<file path="config.mk">
export PLATFORM = sky130hd
export DESIGN_NAME = irq_protocol_monitor
export DESIGN_NICKNAME = d
export VERILOG_FILES = /design/src/rtl/irq_mon_pkg.sv /design/src/rtl/irq_line_tracker.sv /design/src/rtl/irq_protocol_monitor.sv
export SDC_FILE = /design/constraint.sdc
export NUM_CORES = 1
export LEC_CHECK = 0
export CAP_MARGIN = 40
export CORE_MARGIN = 10
export CORE_UTILIZATION = 40
export CTS_CLUSTER_SIZE = 16
export DETAILED_ROUTE_END_ITERATION = 8
export HOLD_SLACK_MARGIN = 0.06
export PLACE_DENSITY = 0.57
export RECOVER_POWER = 25
export REMOVE_ABC_BUFFERS = 1
export SYNTH_ARGS = -nofsm -noshare
export SYNTH_HDL_FRONTEND = slang
export SYNTH_SLANG_ARGS = --single-unit
</file>
<file path="constraint.sdc">
create_clock -name clk_i -period 14.5 [get_ports clk_i]
set_input_delay 2.9 -clock clk_i [delete_from_list [all_inputs] [get_ports clk_i]]
set_output_delay 2.9 -clock clk_i [all_outputs]
set_load 0.02 [all_outputs]
</file>
<file path="src/rtl/irq_mon_pkg.sv">
// Shared types for the interrupt protocol monitor: operating modes and per-line states.
package irq_mon_pkg;

    typedef enum logic [1:0] {
        OFF  = 2'd0,
        HOLD = 2'd1,
        FREE = 2'd2
    } irq_mode_e;

    typedef enum logic [1:0] {
        IDLE,
        WAIT_ACK,
        WAIT_CLR
    } irq_line_state_e;

    // Encoding 2'd3 behaves like FREE, so "free" is simply the upper mode bit.
    function automatic logic mode_is_free(input logic [1:0] mode);
        return mode[1];
    endfunction

endpackage

</file>
<file path="src/rtl/irq_line_tracker.sv">
// One interrupt line: raise/ack/clear FSM plus a saturating pending-latency counter.
module irq_line_tracker
    import irq_mon_pkg::*;
#(
    parameter int MAX_ACK_LAT = 64
) (
    input  logic clk_i,
    input  logic rst_i,
    input  logic irq_i,
    input  logic ack_hit_i,
    input  logic free_i,
    output logic pending_o,
    output logic ack_ok_o,
    output logic drop_violation_o,
    output logic latency_err_o
);

    localparam int LAT_W = (MAX_ACK_LAT > 0) ? $clog2(MAX_ACK_LAT + 1) : 1;

    irq_line_state_e  state_q, state_d;
    logic             clr_hi_q, clr_hi_d;
    logic [LAT_W-1:0] lat_q, lat_d;
    logic             lat_en;

    assign lat_en = (MAX_ACK_LAT > 0) && !free_i;

    // Next-state logic for the line FSM and its latency counter.
    always_comb begin
        // NOTE: every variable gets a default before the case so no path can infer a latch.
        state_d  = state_q;
        clr_hi_d = 1'b0;
        lat_d    = '0;
        case (state_q)
            IDLE: begin
                // A raise coinciding with its own ack skips straight past WAIT_ACK.
                if (irq_i) state_d = ack_hit_i ? WAIT_CLR : WAIT_ACK;
            end
            WAIT_ACK: begin
                if (ack_hit_i)            state_d = WAIT_CLR;
                else if (!irq_i && free_i) state_d = IDLE;
                lat_d = lat_q;
                if (lat_en && (int'(lat_q) < MAX_ACK_LAT)) lat_d = lat_q + LAT_W'(1);
            end
            WAIT_CLR: begin
                // Second consecutive high cycle after the ack counts as a fresh raise.
                if (!irq_i)        state_d  = IDLE;
                else if (clr_hi_q) state_d  = WAIT_ACK;
                else               clr_hi_d = 1'b1;
            end
            default: state_d = IDLE;
        endcase
    end

    // State, re-raise tracker and latency counter registers.
    always_ff @(posedge clk_i or posedge rst_i) begin
        // NOTE: non-blocking assignments so every flop samples pre-edge values.
        if (rst_i) begin
            state_q  <= IDLE;
            clr_hi_q <= 1'b0;
            lat_q    <= '0;
        end else begin
            state_q  <= state_d;
            clr_hi_q <= clr_hi_d;
            lat_q    <= lat_d;
        end
    end

    assign pending_o        = (state_q == WAIT_ACK);
    assign ack_ok_o         = pending_o || (irq_i && (state_q == IDLE));
    assign drop_violation_o = pending_o && !irq_i;
    // Fires on the cycle whose edge brings the counter to MAX_ACK_LAT without an ack.
    assign latency_err_o    = lat_en && pending_o && !ack_hit_i &&
                              (int'(lat_q) >= MAX_ACK_LAT - 1);

endmodule

</file>
<file path="src/rtl/irq_protocol_monitor.sv">
// Interrupt interface monitor: per-line trackers, ack legality, sticky errors, ack counter.
module irq_protocol_monitor
    import irq_mon_pkg::*;
#(
    parameter int NUM_IRQ     = 32,
    parameter int ID_W        = 5,
    parameter int MAX_ACK_LAT = 64,
    parameter int CNT_W       = 16
) (
    input  logic               clk_i,
    input  logic               rst_i,
    input  logic [1:0]         mode_i,
    input  logic [NUM_IRQ-1:0] irq_i,
    input  logic               irq_ack_o,
    input  logic [ID_W-1:0]    irq_id_o,
    output logic [NUM_IRQ-1:0] pending_o,
    output logic               env_ok_o,
    output logic               err_spurious_o,
    output logic               err_range_o,
    output logic               err_latency_o,
    output logic [CNT_W-1:0]   ack_cnt_o
);

    logic               free;
    logic               id_in_range;
    logic               ack_legal;
    logic [NUM_IRQ-1:0] ack_hit, ack_ok, drop_vio, lat_err;

    logic             err_spur_q, err_spur_d;
    logic             err_range_q, err_range_d;
    logic             err_lat_q, err_lat_d;
    logic [CNT_W-1:0] ack_cnt_q, ack_cnt_d;

    assign free        = mode_is_free(mode_i);
    assign id_in_range = int'(irq_id_o) < NUM_IRQ;

    for (genvar n = 0; n < NUM_IRQ; n++) begin : g_line
        assign ack_hit[n] = irq_ack_o && (int'(irq_id_o) == n);

        irq_line_tracker #(
            .MAX_ACK_LAT(MAX_ACK_LAT)
        ) u_line (
            .clk_i           (clk_i),
            .rst_i           (rst_i),
            .irq_i           (irq_i[n]),
            .ack_hit_i       (ack_hit[n]),
            .free_i          (free),
            .pending_o       (pending_o[n]),
            .ack_ok_o        (ack_ok[n]),
            .drop_violation_o(drop_vio[n]),
            .latency_err_o   (lat_err[n])
        );
    end

    // An out-of-range id hits no line, so it can never count as legal.
    assign ack_legal = |(ack_hit & ack_ok);

    // Stimulus legality for the current mode.
    always_comb begin
        env_ok_o = 1'b1;
        case (mode_i)
            OFF:     env_ok_o = (irq_i == '0);
            HOLD:    env_ok_o = (drop_vio == '0);
            default: env_ok_o = 1'b1;
        endcase
    end

    // Sticky error accumulation and saturating legal-ack count.
    always_comb begin
        err_spur_d  = err_spur_q  | (irq_ack_o && id_in_range && !ack_legal);
        err_range_d = err_range_q | (irq_ack_o && !id_in_range);
        err_lat_d   = err_lat_q   | (|lat_err);
        ack_cnt_d   = ack_cnt_q;
        if (ack_legal && (ack_cnt_q != '1)) ack_cnt_d = ack_cnt_q + CNT_W'(1);
    end

    // Error and counter registers.
    always_ff @(posedge clk_i or posedge rst_i) begin
        if (rst_i) begin
            err_spur_q  <= 1'b0;
            err_range_q <= 1'b0;
            err_lat_q   <= 1'b0;
            ack_cnt_q   <= '0;
        end else begin
            err_spur_q  <= err_spur_d;
            err_range_q <= err_range_d;
            err_lat_q   <= err_lat_d;
            ack_cnt_q   <= ack_cnt_d;
        end
    end

    assign err_spurious_o = err_spur_q;
    assign err_range_o    = err_range_q;
    assign err_latency_o  = err_lat_q;
    assign ack_cnt_o      = ack_cnt_q;

endmodule

</file>
==> results of run 1 <==
==> sequential cells by signal (all words and copies together), names as in the netlist <==
register,count
err_spurious_o,1
g_line.u_line.lat_q,224
err_latency_o,1
g_line.u_line.clr_hi_q,32
g_line.u_line.state_q,64
ack_cnt_o,16
==> cells in the mapped netlist, types with 3 or more instances <==
library cell,n
dfrtp_1,338
nor2_1,313
nand2_1,131
xor2_1,107
a21oi_1,102
o21ai_0,99
nand4_1,84
inv_1,63
clkbuf_1,54
nor4_1,47
nand2b_1,35
nor3_1,35
xnor2_1,34
buf_4,33
ha_1,33
or3_1,31
nand3_1,30
or2_2,24
a21o_1,21
nor4bb_1,20
o41ai_1,19
and4_1,18
a31oi_1,15
and3_1,14
nor3b_1,14
o22ai_1,12
nand3b_1,11
mux2_2,10
a22o_1,8
nor4_2,5
o31ai_1,5
a2111oi_0,4
buf_2,4
buf_1,3
nand4b_1,3
nand4bb_1,3
nor4b_1,3
o21bai_1,3
o32ai_1,3
==> per-stage QoR <==
stage	total power, mW	hold slack (ns)	util	cell area, sq um
after floorplan	1.30	0.410	-	16500
after global placement	1.43	0.425	0.432	18200
after detailed placement	1.44	0.425	0.434	18300
after CTS	2.47	0.432	0.466	19600
after global routing	2.56	0.451	0.464	19500
final	2.43	0.434	0.464	19500
==> power breakdown <==
part	leakage (nW)	internal (mW)	switching, mW
Sequential	4.52	1.01	0.0797
Clock	0.656	0.611	0.399
Combinational	3.49	0.136	0.195
Total	8.67	1.76	0.674
==> area by class of cell <==
cell class | count | area [sq um] | share of cell area
timing repair buffer | 103 | 1010 | 0.0517
inverter | 63 | 238 | 0.0122
clock inverter | 11 | 113 | 0.00577
antenna | 3 | 7.51 | 0.000384
clock buffer | 59 | 1210 | 0.0618
sequential | 338 | 8460 | 0.433
tap | 539 | 674 | 0.0345
multi-input combinational | 1320 | 7820 | 0.400
==> logic make-up (layout without fill, tap and decap cells) <==
family,count (synthesis),in the layout,share of synthesized area
simple gates,828,828,0.248
flops,338,338,0.497
compound gates,306,306,0.107
buf+inv,159,236,0.0435
xor+xnor,141,141,0.0726
fa+ha+maj,33,33,0.0243
mux,11,11,0.00728
other cells,1,4,0.000220
==> per-layer routing <==
metal / vias up / wire length, um / GRT usage
li1: 6494 / - / -
met1: 6468 / 20100 / 0.230
met2: 263 / 19800 / 0.271
met3: 80 / 2480 / 0.0395
met4: 8 / 1070 / 0.0526
met5: - / 42 / 0
==> worst paths after layout <==
path	startpoint	to	slack (ns)	depth (start not counted)
min	g_line[14].u_line.clr_hi_q	g_line[14].u_line.clr_hi_q	0.43	1
max in group clk_i	mode_i[1]	env_ok_o	5.37	5
min in group asynchronous	rst_i	g_line[4].u_line.lat_q[5]	3.22	2
max	rst_i	g_line[16].u_line.lat_q[4]	5.19	3
min reg2reg	g_line[14].u_line.clr_hi_q	g_line[14].u_line.clr_hi_q	0.43	1
max reg2reg	g_line[7].u_line.lat_q[0]	err_latency_o	12.00	8
==> metrics.md, run 1 <==
| Metric | Value |
|---|---|
| Status | `finished with violations` |
| Failing checks | `max-capacitance violations, max-slew violations` |
| Mean post-synth cell area | `9.37 sq um` |
| Layout area overhead | `14.7%` |
| Gr usage total | `0.172` |
| Vias/cell | `5.47` |
| WL/cell | `17.8 um` |
| DRC | `0` |
| First-pass GRT wire length | `70200 um` |
| Pleak | `8.67 nW` |
| H-tree depth | `2` |
| Fillers | `4006` |
| Synth top area cells | `dfrtp_1, nor2_1, xor2_1` |
| Initial DRC count | `967` |
| Die Height | `226 um` |
| Largest net degree at the start of global routing | `108` |
| Crit-path cells | `dlygate4sd3_1 > clkinvlp_2 > clkbuf_1` |
| Ys flop type | `dfrtp_1` |
| Via count | `13.3k` |
| Flops & latches, synth | `338` |
| Peak Freq | `107 MHz` |
| Distinct cells, synth | `58` |
| TritonCTS Buffers | `41` |
| Setup TNS | `0 ns` |
| Routability cong. | `0.840` |
| RSZ-0062 raised after global routing | `false` |
| Worst path max stage delay | `4.03 ns` |
| IO buf count | `92` |
| Sequential share of the synthesized area | `0.497` |
| PwrDens | `125 nW/um^2` |
| Cell Rows | `75` |
| Crit path buffers/inverters | `3` |
| Crit path time final | `9.31 ns` |
| Clock Skew | `0.0190 ns` |
| Ys Warns | `0` |
| Area leader, netlist | `dfrtp_1` |
| Layout cell share with drive strength beyond 1 | `0.0591` |
| PostCTS Resize Cnt | `0` |
| Finished Layout Cells | `2436` |
| Mapped Cells | `1817` |
| Core Area | `42000 sq um` |
| CTS tree | `built` |
| I/O pin total | `94` |
| Final worst-path cycle share | `0.642` |
| Syn Std Cell Area | `17000 sq um` |
| CTS Hold Bufs | `0` |
| Die W | `226 um` |
| Postcts setup bufs | `0` |
| Clock latency on the worst-skew pair | `0.56 ns` |
| Number of synthesized flops with an enable pin | `0` |
| CTS Buffer Depth | `3` |
| CP max stage cell | `clkbuf_1` |
| Placed insts | `2363` |
| Crit-path max FO | `107` |
| Critical path type | `input port to async pin` |
| Die area | `51200 sq um` |
| Total grt overflow | `0` |
| Most frequent cells in the layout | `dfrtp_1, nor2_1, nand2_1` |
| Vias in the first global route | `12.8k` |
| Post-synth top area share | `0.497` |
| HPWL after DPL | `30700 um` |
| Number of nets in the layout | `1942` |
| Routed Antenna Nets | `0` |
| Hold Vio Cnt, Final | `0` |
| Worst Path Required | `13.76 ns` |
| Clock Pin Slew Worst Setup and Hold Paths | `0.06 ns` |
| CP Launch Type | `input port` |
| Crit path DAT | `8.57 ns` |
| Final WL | `43500 um` |
| CP top delay family | `buffers and inverters` |
| Async S/R FF share, synth | `1.00` |
| Max-slew violation count | `265` |
| Hold Path Class | `register to register` |
| Worst Slack Setup Final | `5.19 ns` |
| CP Capture Type | `async pin` |
| Initial antenna violation count | `15` |
| Initial Util | `0.405` |
| Slew headroom | `-2.80` |
| # setup viols final | `0` |
| Most common cell after layout, fill and taps aside | `dfrtp_1` |
| Actual slew at the worst max-slew pin | `5.70 ns` |
| Peak VDD IR | `0.0000910 V` |
| Max_cap viols | `4` |
| Total iterations of the first detailed-routing run | `5` |
| Worst slack, placed | `6.06 ns` |
| CTS Sinks | `338` |
| CTS root buffer | `clkbuf_16` |
No activity file was read; power rests on OpenSTA's default activity.
==> run 2: changes to the inputs <==
Settings changed: PLACE_DENSITY 0.57 to 0.59.
Clock period 14.5 ns to 8.2 ns, I/O delays scaled along.
==> run 2 against run 1 <==
- the run still ends with max-capacitance violations, max-slew violations left
- largest power group unchanged
- sequential power is 77% higher
- global-route usage fell by 0.060 points
- setup slack worse by 3.2 ns
- largest cell class unchanged
- wire length fell by 1.2%
==> metrics.md, run 2 (synthesis results as in run 1) <==
| Metric | Value |
|---|---|
| Status | `finished with violations` |
| Failing checks | `max-capacitance violations, max-slew violations` |
| Cell Rows | `75 (unchanged)` |
| H-tree depth | `2 (unchanged)` |
| HPWL after DPL | `30000 um (-2.5%)` |
| Crit-path max FO | `6 (-94%)` |
| Worst slack, placed | `2.12 ns (-3.94 ns)` |
| Routed Antenna Nets | `0 (unchanged)` |
| Worst path max stage delay | `0.70 ns (-3.33 ns)` |
| CTS Buffer Depth | `3 (unchanged)` |
| Peak Freq | `161 MHz` |
| CTS Hold Bufs | `0 (unchanged)` |
| Worst Path Required | `6.56 ns (-7.20 ns)` |
| Worst Slack Setup Final | `1.99 ns (-3.20 ns)` |
| Reg with most FFs | `g_line.u_line.lat_q` |
| Power, Total | `4.26 mW (+75%)` |
| Layout cell share with drive strength beyond 1 | `0.0583 (-0.000871)` |
| Die area | `51200 sq um (unchanged)` |
| DRC | `0 (unchanged)` |
| Most frequent cells in the layout | `dfrtp_1, nor2_1, nand2_1` |
| CP max stage cell | `dlygate4sd3_1` |
| Slew headroom | `-0.813 (+1.99)` |
| CTS Sinks | `338 (unchanged)` |
| CP Capture Type | `output port` |
| Finished Layout Cells | `2436 (unchanged)` |
| # setup viols final | `0 (unchanged)` |
| Clock latency on the worst-skew pair | `0.54 ns (-0.02 ns)` |
| Footprint of the multi-input gates | `7820 sq um (unchanged)` |
| Core Area | `42000 sq um (unchanged)` |
| Placed insts | `2359 (-0.17%)` |
| Max reg flops | `224 (unchanged)` |
| IO buf count | `92 (unchanged)` |
| Largest registers | `g_line.u_line.lat_q (224), g_line.u_line.state_q (64), g_line.u_line.clr_hi_q (32)` |
| Postcts setup bufs | `0 (unchanged)` |
| Via count | `13.4k (+0.68%)` |
| Initial Util | `0.405 (unchanged)` |
| Final WL | `43000 um (-1.2%)` |
| Max-slew violation count | `148 (-44%)` |
| Pleak | `8.64 nW (-0.32%)` |
| Crit path DAT | `4.57 ns (-4.00 ns)` |
| PwrDens | `219 nW/um^2 (+75%)` |
| WL/cell | `17.6 um (-1.2%)` |
| Vias in the first global route | `13.1k (+2.2%)` |
| RSZ-0062 raised after global routing | `false` |
| Largest net degree at the start of global routing | `152 (+41%)` |
| Total iterations of the first detailed-routing run | `5 (unchanged)` |
| Crit-path cells | `dlygate4sd3_1 > nor4_1 > nand4_1 > or4_1 > o211ai_1 > clkdlybuf4s50_1` |
| Number of nets in the layout | `1936 (-0.31%)` |
| Clock Skew | `0.0132 ns (-0.00584 ns)` |
| Critical path type | `input port to output port` |
| Actual slew at the worst max-slew pin | `2.72 ns (-2.98 ns)` |
| Max_cap viols | `2 (-2)` |
| CTS tree | `built` |
| Most common cell after layout, fill and taps aside | `dfrtp_1` |
| Routability cong. | `0.877 (+4.5%)` |
| Die W | `226 um (unchanged)` |
| Crit path time final | `6.21 ns` |
| Final worst-path cycle share | `0.758` |
| CTS root buffer | `clkbuf_16` |
| Clock Pin Slew Worst Setup and Hold Paths | `0.05 ns (about the same)` |
| Hold Path Class | `register to register` |
| Initial DRC count | `957 (-1.0%)` |
| PostCTS Resize Cnt | `0 (unchanged)` |
| Fillers | `4048 (+1.0%)` |
| Peak VDD IR | `0.000187 V (+110%)` |
| Layout area overhead | `14.4%` |
| Register area | `8460 sq um (unchanged)` |
| Final hold slack | `0.430 ns (-0.00416 ns)` |
| I/O pin total | `94 (unchanged)` |
| Initial antenna violation count | `19 (+4)` |
| CP Launch Type | `input port` |
| Gr usage total | `0.171 (-0.000596)` |
| Total grt overflow | `0 (unchanged)` |
| Die Height | `226 um (unchanged)` |
| First-pass GRT wire length | `70500 um (+0.41%)` |
| Hold Vio Cnt, Final | `0 (unchanged)` |
| Vias/cell | `5.50 (+0.68%)` |
| TritonCTS Buffers | `39 (-4.9%)` |
## run 2: where the power goes
group	switching [mW]	internal [mW]
clock	0.689	1.05
sequential	0.143	1.79
combinational	0.346	0.239
total	1.18	3.08
## run 2: final timing paths
check | from | endpoint | slack (ns) | cells after the start
worst max-delay path | irq_i[23] | env_ok_o | 1.99 | 6
worst min-delay path | g_line[14].u_line.clr_hi_q | g_line[14].u_line.clr_hi_q | 0.43 | 1
worst max register to register | g_line[7].u_line.lat_q[0] | err_latency_o | 5.63 | 8
worst min register to register | g_line[14].u_line.clr_hi_q | g_line[14].u_line.clr_hi_q | 0.43 | 1
max in group asynchronous | rst_i | g_line[8].u_line.lat_q[0] | 2.91 | 4
min in group asynchronous | rst_i | g_line[30].u_line.lat_q[4] | 1.74 | 2
## run 2: metrics by stage
stage                util  area [sq um]  TNS [ns]
finish              0.463         19500         0
global route        0.463         19500         0
CTS                 0.464         19500         0
detailed placement  0.433         18200         0
global placement    0.432         18200         0
floorplan               -         16500   -948.63
## run 2: layer usage
layer | up-vias | wire length (um) | GRT usage
met5 | - | 32 | 0
met1 | 6574 | 19800 | 0.234
met3 | 69 | 2800 | 0.0398
li1 | 6467 | - | -
met2 | 288 | 19500 | 0.264
met4 | 6 | 769 | 0.0524
## run 2: cell type report
class | count | area share
repair buffers | 99 | 0.0506
inverters | 63 | 0.0122
flip-flops and latches | 338 | 0.434
diodes | 9 | 0.00116
multi-input cells | 1320 | 0.401
clock buffers | 62 | 0.0629
well taps | 539 | 0.0346
clock inverters | 6 | 0.00283
## run 2: critical path, delay by kind of cell
family                 cells  cell delay [ns]
buffers and inverters      2             1.39
and+or+nand+nor            3             1.14
AOI/OAI and AO/OA          1             0.39
==> run 3: changes to the inputs <==
Settings changed: PLACE_DENSITY 0.59 to 0.57.
Clock period 8.2 ns to 6.5 ns, I/O delays scaled along.
==> run 3 against run 2 <==
- the run still ends with max-capacitance violations, max-slew violations left
- via count fell by 0.45%
- worst hold slack improved by 0.0079 ns
- clock power rose by 27%
- count of clock-buffer cells in the layout rose by 1
- global-route usage fell by 0.090 points
- largest cell class unchanged
- utilization rose by 0.051 points
- sequential power rose by 26%
- sequential share of layout area barely moved
==> metrics.md, run 3 (synthesis results as in run 1) <==
| Metric | Value |
|---|---|
| Gr usage total | `0.170 (-0.000898)` |
| Power, Total | `5.38 mW (+26%)` |
| Max_cap viols | `3 (+1)` |
| Worst setup startpoint | `irq_i[23]` |
| Reg with most FFs | `g_line.u_line.lat_q` |
| Worst R2R Start | `g_line[7].u_line.lat_q[0]` |
| Postcts setup bufs | `0 (unchanged)` |
| Crit path time final | `5.48 ns` |
| TritonCTS Buffers | `40 (+2.6%)` |
| Die Height | `226 um (unchanged)` |
| Hold Vio Cnt, Final | `0 (unchanged)` |
| CP max stage cell | `clkdlybuf4s50_1` |
| Clock Skew | `0.0130 ns (-0.000142 ns)` |
| HPWL after DPL | `30400 um (+1.4%)` |
| Slew headroom | `-1.62 (-0.806)` |
| CTS Sinks | `338 (unchanged)` |
| Max-slew violation count | `176 (+19%)` |
| Crit path DAT | `4.18 ns (-0.39 ns)` |
| Routed Antenna Nets | `0 (unchanged)` |
| I/O pin total | `94 (unchanged)` |
| Worst path max stage delay | `0.70 ns (about the same)` |
| Failing checks | `max-capacitance violations, max-slew violations` |
| CP Capture Type | `output port` |
| Worst slack, placed | `1.19 ns (-0.934 ns)` |
| Fin util | `0.464 (+0.000506)` |
| Clock latency on the worst-skew pair | `0.56 ns (+0.02 ns)` |
| CTS Hold Bufs | `0 (unchanged)` |
| CP top delay family | `buffers and inverters` |
| Most common cell after layout, fill and taps aside | `dfrtp_1` |
| Initial antenna violation count | `21 (+2)` |
| Sequential Power Share | `0.453 (about the same)` |
| Vias in the first global route | `12.9k (-1.5%)` |
| PostCTS Resize Cnt | `0 (unchanged)` |
| Number of nets in the layout | `1939 (+0.15%)` |
| First-pass GRT wire length | `69800 um (-0.89%)` |
| CTS root buffer | `clkbuf_16` |
| H-tree depth | `2 (unchanged)` |
| Min-delay src | `g_line[14].u_line.clr_hi_q` |
| Initial DRC count | `921 (-3.8%)` |
| PwrDens | `276 nW/um^2 (+26%)` |
| Die area | `51200 sq um (unchanged)` |
| Via count | `13.3k (-0.45%)` |
| Hold Path Class | `register to register` |
| Total grt overflow | `0 (unchanged)` |
| Switching part of the total | `0.277 (about the same)` |
| RSZ-0062 raised after global routing | `false` |
| Critical path type | `input port to output port` |
| Vias/cell | `5.47 (-0.65%)` |
| Largest registers | `g_line.u_line.lat_q (224), g_line.u_line.state_q (64), g_line.u_line.clr_hi_q (32)` |
| Final WL | `43400 um (+1.1%)` |
| Routability cong. | `0.860 (-1.9%)` |
| Max reg flops | `224 (unchanged)` |
| Die W | `226 um (unchanged)` |
| # setup viols final | `0 (unchanged)` |
| WL/cell | `17.8 um (+0.88%)` |
| CTS Buffer Depth | `3 (unchanged)` |
| DRC | `0 (unchanged)` |
| Comb pwr share | `0.137 (about the same)` |
| Final worst-path cycle share | `0.844` |
| Worst Slack Setup Final | `1.02 ns (-0.971 ns)` |
| Final hold slack | `0.437 ns (+0.00789 ns)` |
| Sw Pwr | `1.49 mW (+26%)` |
| Total iterations of the first detailed-routing run | `5 (unchanged)` |
| CP Launch Type | `input port` |
| Most frequent cells in the layout | `dfrtp_1, nor2_1, nand2_1` |
| Actual slew at the worst max-slew pin | `3.91 ns (+1.19 ns)` |
| Peak Freq | `182 MHz` |
| IO buf count | `92 (unchanged)` |
| Cell Rows | `75 (unchanged)` |
| Layout area overhead | `14.6%` |
| Worst Path Required | `5.20 ns (-1.36 ns)` |
| Status | `finished with violations` |
| Crit-path max FO | `6 (unchanged)` |
| Clk pwr share | `0.410 (+0.002)` |
| Peak VDD IR | `0.000278 V (+49%)` |
| Largest net degree at the start of global routing | `150 (-1.3%)` |
| Setup TNS | `0 ns (unchanged)` |
| Initial Util | `0.405 (unchanged)` |
| CTS tree | `built` |
| Crit-path cells | `dlygate4sd3_1 > nor4_1 > nand4_1 > or4_1 > o211ai_1 > clkdlybuf4s50_1` |
| Core Area | `42000 sq um (unchanged)` |
| Clock Pin Slew Worst Setup and Hold Paths | `0.05 ns (about the same)` |
| Cell internal pwr | `3.89 mW (+26%)` |
| Layout cell share with drive strength beyond 1 | `0.0587 (+0.000405)` |
| Crit path buffers/inverters | `2 (unchanged)` |
| Pleak | `8.65 nW (about the same)` |
## run 3: cell count changes in the layout (fill, tap and decap cells not counted), sizes merged
cell,previous run,this run
clkbuf,64,66
buf,6,7
clkinv,5,6
diode,9,10
## run 3: worst paths after layout
path	cells after the start	end	slack, ns
max in group asynchronous	3	g_line[26].u_line.lat_q[0]	2.09
max	6	env_ok_o	1.02
max reg2reg	8	err_latency_o	4.08
min in group asynchronous	2	g_line[11].u_line.lat_q[3]	2.37
min	1	g_line[14].u_line.clr_hi_q	0.44
min reg2reg	1	g_line[14].u_line.clr_hi_q	0.44
## run 3: routing by layer
| metal | part of all wire | GRT usage | vias to the layer above | wire length [um] |
|---|---|---|---|---|
| li1 | - | - | 6488 | - |
| met1 | 0.46 | 0.228 | 6528 | 20100 |
| met2 | 0.45 | 0.261 | 230 | 19500 |
| met3 | 0.058 | 0.0389 | 88 | 2520 |
| met4 | 0.028 | 0.0690 | 10 | 1200 |
| met5 | 0.0015 | 0 | - | 63 |
## run 3: final cells by class
type                    instances  area, sq um
fillers                      4046        22500
flip-flops and latches        338         8460
multi-input cells            1320         7820
clock buffers                  63         1230
repair buffers                101          995
well taps                     539          674
inverters                      63          238
clock inverters                 7         60.1
diodes                         10         25.0
## run 3: per-stage QoR
step           std cells  instance area [sq um]
5_1_grt             2437                  19500
2_1_floorplan       1721                  16500
6_report            2441                  19500
4_1_cts             2431                  19500
3_3_place_gp        2360                  18200
3_5_place_dp        2361                  18200
## run 3: power by group through the flow
| stage | sequential [mW] | combinational, mW | clock (mW) |
|---|---|---|---|
| floorplan | 2.46 | 0.451 | 0 |
| global placement | 2.46 | 0.736 | 0 |
| detailed placement | 2.47 | 0.750 | 0 |
| CTS | 2.43 | 0.754 | 2.28 |
| global route | 2.46 | 0.830 | 2.36 |
| finish | 2.43 | 0.738 | 2.21 |
